## src/rtl/dec24_pkg.sv

```systemverilog
// Shared types and helpers for the 2-to-4 scan/direct decoder.
package dec24_pkg;

    localparam int unsigned OUT_W = 4;

    typedef enum logic [1:0] {
        StIdle   = 2'd0,
        StDirect = 2'd1,
        StScan   = 2'd2
    } dec24_state_e;

    // Two-bit code to one-hot select.
    function automatic logic [OUT_W-1:0] onehot4(input logic [1:0] code);
        logic [OUT_W-1:0] res;
        res       = '0;
        res[code] = 1'b1;
        return res;
    endfunction

endpackage

```

## src/rtl/scan_prescaler.sv

```systemverilog
// Divides the clock into one tick every SCAN_DIV cycles while running.
module scan_prescaler #(
    parameter int unsigned SCAN_DIV = 4
) (
    input  logic clk_i,
    input  logic rst_ni,
    input  logic clear_i,
    input  logic run_i,
    output logic tick_o
);

    localparam int unsigned CntW = (SCAN_DIV > 1) ? $clog2(SCAN_DIV) : 1;
    localparam logic [CntW-1:0] CntLast = CntW'(SCAN_DIV - 1);

    logic [CntW-1:0] cnt_q, cnt_d;
    logic            last;

    assign last   = (cnt_q == CntLast);
    assign tick_o = run_i & ~clear_i & last;

    // Next count: clear wins, otherwise count 0..SCAN_DIV-1 while running.
    always_comb begin
        cnt_d = cnt_q;
        if (clear_i) begin
            cnt_d = '0;
        end else if (run_i) begin
            cnt_d = last ? '0 : cnt_q + 1'b1;
        end
    end

    // Counter register.
    always_ff @(posedge clk_i or negedge rst_ni) begin
        if (!rst_ni) begin
            cnt_q <= '0;
        end else begin
            cnt_q <= cnt_d;
        end
    end

endmodule

```

## src/rtl/dec24_scan.sv

```systemverilog
// Registered 2-to-4 one-hot decoder with direct (handshaked) and auto-scan modes.
module dec24_scan
    import dec24_pkg::*;
#(
    parameter int unsigned SCAN_DIV = 4,
    parameter bit          OUT_INV  = 1'b0
) (
    input  logic             clk_i,
    input  logic             rst_ni,
    input  logic             en_i,
    input  logic             mode_i,
    input  logic             in_valid_i,
    input  logic [1:0]       in_i,
    output logic             in_ready_o,
    output logic [OUT_W-1:0] out_o,
    output logic             out_valid_o,
    output logic [1:0]       code_o,
    output logic             scan_wrap_o
);

    dec24_state_e     state_q;
    logic [OUT_W-1:0] out_q;
    logic             valid_q;
    logic [1:0]       code_q;
    logic             wrap_q;

    logic             presc_clear;
    logic             presc_run;
    logic             tick;

    // Prescaler sits at zero outside SCAN so every scan entry starts fresh.
    assign presc_clear = (state_q != StScan);
    assign presc_run   = (state_q == StScan) & en_i & mode_i;

    scan_prescaler #(
        .SCAN_DIV (SCAN_DIV)
    ) u_prescaler (
        .clk_i   (clk_i),
        .rst_ni  (rst_ni),
        .clear_i (presc_clear),
        .run_i   (presc_run),
        .tick_o  (tick)
    );

    // Mode FSM with registered decode outputs; any mode change passes through IDLE.
    always_ff @(posedge clk_i or negedge rst_ni) begin
        if (!rst_ni) begin
            state_q <= StIdle;
            out_q   <= '0;
            valid_q <= 1'b0;
            code_q  <= 2'd0;
            wrap_q  <= 1'b0;
        end else begin
            wrap_q <= 1'b0;
            if (!en_i) begin
                // Any handshake in this cycle is deliberately dropped.
                state_q <= StIdle;
                out_q   <= '0;
                valid_q <= 1'b0;
                code_q  <= 2'd0;
            end else begin
                case (state_q)
                    StIdle: begin
                        if (mode_i) begin
                            state_q <= StScan;
                            out_q   <= onehot4(2'd0);
                            valid_q <= 1'b1;
                            code_q  <= 2'd0;
                        end else begin
                            state_q <= StDirect;
                            out_q   <= '0;
                            valid_q <= 1'b0;
                            code_q  <= 2'd0;
                        end
                    end
                    StDirect: begin
                        if (mode_i) begin
                            state_q <= StIdle;
                            out_q   <= '0;
                            valid_q <= 1'b0;
                            code_q  <= 2'd0;
                        end else if (in_valid_i) begin
                            out_q   <= onehot4(in_i);
                            valid_q <= 1'b1;
                            code_q  <= in_i;
                        end
                    end
                    StScan: begin
                        if (!mode_i) begin
                            state_q <= StIdle;
                            out_q   <= '0;
                            valid_q <= 1'b0;
                            code_q  <= 2'd0;
                        end else if (tick) begin
                            code_q <= code_q + 2'd1;
                            out_q  <= onehot4(code_q + 2'd1);
                            wrap_q <= (code_q == 2'd3);
                        end
                    end
                    default: begin
                        state_q <= StIdle;
                        out_q   <= '0;
                        valid_q <= 1'b0;
                        code_q  <= 2'd0;
                    end
                endcase
            end
        end
    end

    assign in_ready_o  = (state_q == StDirect);
    assign out_o       = OUT_INV ? ~out_q : out_q;
    assign out_valid_o = valid_q;
    assign code_o      = code_q;
    assign scan_wrap_o = wrap_q;

endmodule

```

## config.mk

```make
export PLATFORM = sky130hd
export DESIGN_NAME = dec24_scan
export DESIGN_NICKNAME = d
export VERILOG_FILES = /design/src/rtl/dec24_pkg.sv /design/src/rtl/scan_prescaler.sv /design/src/rtl/dec24_scan.sv
export SDC_FILE = /design/constraint.sdc
export NUM_CORES = 1
export LEC_CHECK = 0
export ABC_AREA = 0
export CAP_MARGIN = 15
export CORE_MARGIN = 2
export CORE_UTILIZATION = 45
export DETAILED_ROUTE_END_ITERATION = 6
export MAX_ROUTING_LAYER = met4
export PLACE_DENSITY = 0.73
export REMOVE_ABC_BUFFERS = 1
export SYNTH_ARGS = -nofsm -noshare
export SYNTH_HDL_FRONTEND = slang
export SYNTH_SLANG_ARGS = --single-unit
```

## constraint.sdc

```tcl
create_clock -name clk_i -period 1.6 [get_ports clk_i]
set_clock_uncertainty 0.2 [all_clocks]
set_input_delay 0.32 -clock clk_i [delete_from_list [all_inputs] [get_ports clk_i]]
set_output_delay 0.32 -clock clk_i [all_outputs]
set_load 0.01 [all_outputs]
```

==> impl_metrics.yaml <==
clock_tree:
  cts_root_buffer: "clkbuf_4"
  cts_hold_buf: 0
  cts_tree: "yes"
  cts.clk_slew.worst_paths_ns: 0.08
  h-tree-depth: 1
  clk_latency_ns: 0.29
  cts.sinks: 12
  cts_made_buffers: 3
  clockBufferDepth: 2
pwr:
  netSwitchingFraction_pct: 29.5
  p_clk_share_pct: 29.9
  combinationalPowerShare_pct: 31.8
  p_int_w: 0.000596
  sequentialPowerShare_pct: 38.3
  power_leakage_nw: 0.605
  ir_drop_mv: 0.588
  power_density_mw_per_mm2: 636
  switchingPower_w: 0.000250
synth:
  ys_types: 32
  ys_ff_latch: 12
  syn_inst: 93
  synth-warning-count: 0
  synth_area_per_cell_um2: 9.24
  syn-cell-area_um2: 860
  ys_seq_area_share_pct: 34.9
status:
  status: "complete, but fails checks"
  violations: "negative setup slack"
finish:
  drive_gt1_share_pct: 40.6
  post-route-util_pct: 75.4
  area_growth_pct: 54.7
  diodes: 0
  fillers: 138
  nets: 150
grt:
  grt_pass1_vias: 851
  grtUsageTotal_pct: 27.4
  grt_remaining_overflow: 0
  grt_max_degree: 13
  antenna_found_initial: 0
  grt_pass1_wl_um: 4030
placement:
  port_buffers: 15
  place_ws_ns: -0.303
  hpwl_um: 1650
  gp_congestion: 0.869
setup_path:
  rrSetupSlack_ns: -0.1
  critPathLaunchType: "register"
  crit_slowest_cell: "dfrtp_1"
  cp_max_fo: 8
  worstPathRequired_ns: 1.62
  slowest_delay_ns: 0.39
  path_class: "reg2reg"
  endpoint_kind: "register"
  cp_cell_sequence: "buf_4, ha_4, and3b_2, a211o_1, a21oi_2"
  cp.arrival_ns: 1.72
timing:
  fin_crit_sh_pct: 106
  period_minus_slack_ns: 1.70
  setup_viol: 9
  hold_viol: 0
  worst_pin_slew_ns: 0.383
  fin_ws_ns: -0.0997
  rsz0062_at_grt: "true"
  max_slew_margin_pct: 74.1
  maxSlewViolCount: 0
  fmax_mhz: 588
  fin_tns_setup_ns: -0.630
route:
  wl_per_cell_um: 16.3
  first_iter_violations: 20
  drcViolationCount: 0
  dr.pass1.iters: 4
  antenna_left: 0
  routed_wl_um: 2570
  viasPerCell: 5.71
  via_count: 902
die:
  start_util_pct: 48.7
  die_y_um: 47.7
  die_area_mm2: 0.00228
  rows: 15
  core_mm2: 0.00176
  die_width_um: 47.7
  boundaryPins: 16
job:
  maxCapViolCount: 0
hold_path:
  hp-class: "in2async"
[logic make-up after synthesis]
| logic type | synth area share (%) |
|---|---|
| adders and majority gates | 13.1 |
| AOI/OAI and AO/OA | 19.4 |
| DFF | 34.9 |
| muxes | 3.78 |
| and+or+nand+nor | 22.6 |
| buffers and inverters | 6.26 |
[worst max-delay path, delay by kind of cell (launching register included)]
kind / cells / cell delay, ns
AOI/OAI and AO/OA: 2 / 0.42
DFF: 1 / 0.39
and+or+nand+nor: 1 / 0.26
adders and majority gates: 1 / 0.19
buffers and inverters: 1 / 0.16
[routing by layer]
| layer | track usage [%] | vias to the layer above | wire length (um) |
|---|---|---|---|
| met2 | 45.6 | 35 | 1310 |
| met4 | 9.19 | 0 | 77 |
| met3 | 4.53 | 8 | 112 |
| met1 | 33.6 | 445 | 1070 |
| met5 | - | - | 0 |
| li1 | - | 414 | - |
[power by group through the flow]
stage	Combinational [W]	Sequential, W	Clock (W)
5_1_grt	0.000287	0.000325	0.000272
4_1_cts	0.000248	0.000324	0.000256
2_1_floorplan	0.0000832	0.000333	0
6_report	0.000269	0.000324	0.000253
3_3_place_gp	0.000201	0.000329	0
3_5_place_dp	0.000207	0.000330	0
[flip-flops by register name, indices dropped and copies added (netlist names)]
signal and cells:
state_q 2, u_prescaler.cnt_q 2, scan_wrap_o 1, code_o 2, out_valid_o 1, out_o 4
[cells in the mapped netlist]
master / n / area share (%)
a22oi_1: 1 / 0.87
nand3b_1: 2 / 1.7
o21a_1: 1 / 0.87
a31o_1: 3 / 3.1
a21boi_1: 1 / 0.87
a21oi_1: 6 / 3.5
o21ai_0: 2 / 1.2
a21o_1: 1 / 0.87
inv_1: 5 / 2.2
nand4_1: 1 / 0.73
buf_2: 4 / 2.3
o31ai_1: 2 / 1.7
o22ai_1: 1 / 0.73
ha_1: 9 / 13
nor2_1: 6 / 2.6
a21oi_2: 2 / 2.0
a211oi_1: 1 / 0.87
nand3_1: 7 / 4.1
a2111oi_2: 1 / 1.7
nand4b_1: 3 / 3.1
buf_4: 2 / 1.7
or3b_1: 1 / 1.0
nor2b_1: 2 / 1.5
mux2_2: 1 / 1.3
mux2_1: 1 / 1.3
a211o_1: 1 / 1.0
mux2i_1: 1 / 1.2
nor3b_2: 1 / 1.5
dfrtp_1: 12 / 35
and3b_1: 1 / 1.0
nor4b_1: 1 / 1.0
nand2_1: 10 / 4.4
[cells in the final DEF, fill, tap and decap left out, types with 2 or more instances in the layout]
| cell | count |
|---|---|
| inv_2 | 2 |
| a21oi_1 | 2 |
| buf_6 | 4 |
| nand4b_1 | 3 |
| ha_1 | 5 |
| nand3b_1 | 2 |
| dfrtp_1 | 12 |
| buf_4 | 23 |
| nand2_1 | 9 |
| ha_4 | 3 |
| dlygate4sd2_1 | 7 |
| clkdlybuf4s50_1 | 6 |
| o31ai_1 | 2 |
| nand3_1 | 7 |
| nor2b_1 | 2 |
| clkbuf_4 | 3 |
| a21oi_2 | 6 |
| inv_1 | 3 |
| nor2_1 | 5 |
| a31o_1 | 3 |
[path summary, 6_finish.rpt]
kind,startpoint,to,cells after the start
min,rst_ni,out_o[0],2
max in group asynchronous,rst_ni,code_o[1],2
max,state_q[1],code_o[0],5
max reg2reg,state_q[1],code_o[0],5
min reg2reg,out_o[0],out_o[0],2
min in group clk_i,out_o[0],out_o[0],2
[layout make-up]
type                    count  area (um^2)  area share, %
flip-flops and latches     12          300           22.6
inverters                   5         18.8           1.41
well taps                  25         31.3           2.35
multi-input cells          70          589           44.3
repair buffers             42          354           26.6
clock buffers               4         36.3           2.73
[stage by stage]
step / hold slack [ns] / cells / power, W / instance area (um^2)
final: 0.132 / 158 / 0.000845 / 1330
after CTS: 0.141 / 158 / 0.000828 / 1310
after detailed placement: 0.352 / 147 / 0.000537 / 1160
after global placement: 0.320 / 147 / 0.000530 / 1160
after global routing: 0.147 / 158 / 0.000884 / 1330
after floorplan: -0.176 / 87 / 0.000416 / 825
[repair_timing]
| action | in CTS | in global routing |
|---|---|---|
| endpoints found under the setup margin | 18 | 11 |
| setup buffers | 7 | 0 |
| resized for setup | 31 | 7 |
| pin swaps | 8 | 10 |
| endpoints found under the hold margin | 0 | 0 |
(Power assumes the default switching activity.)
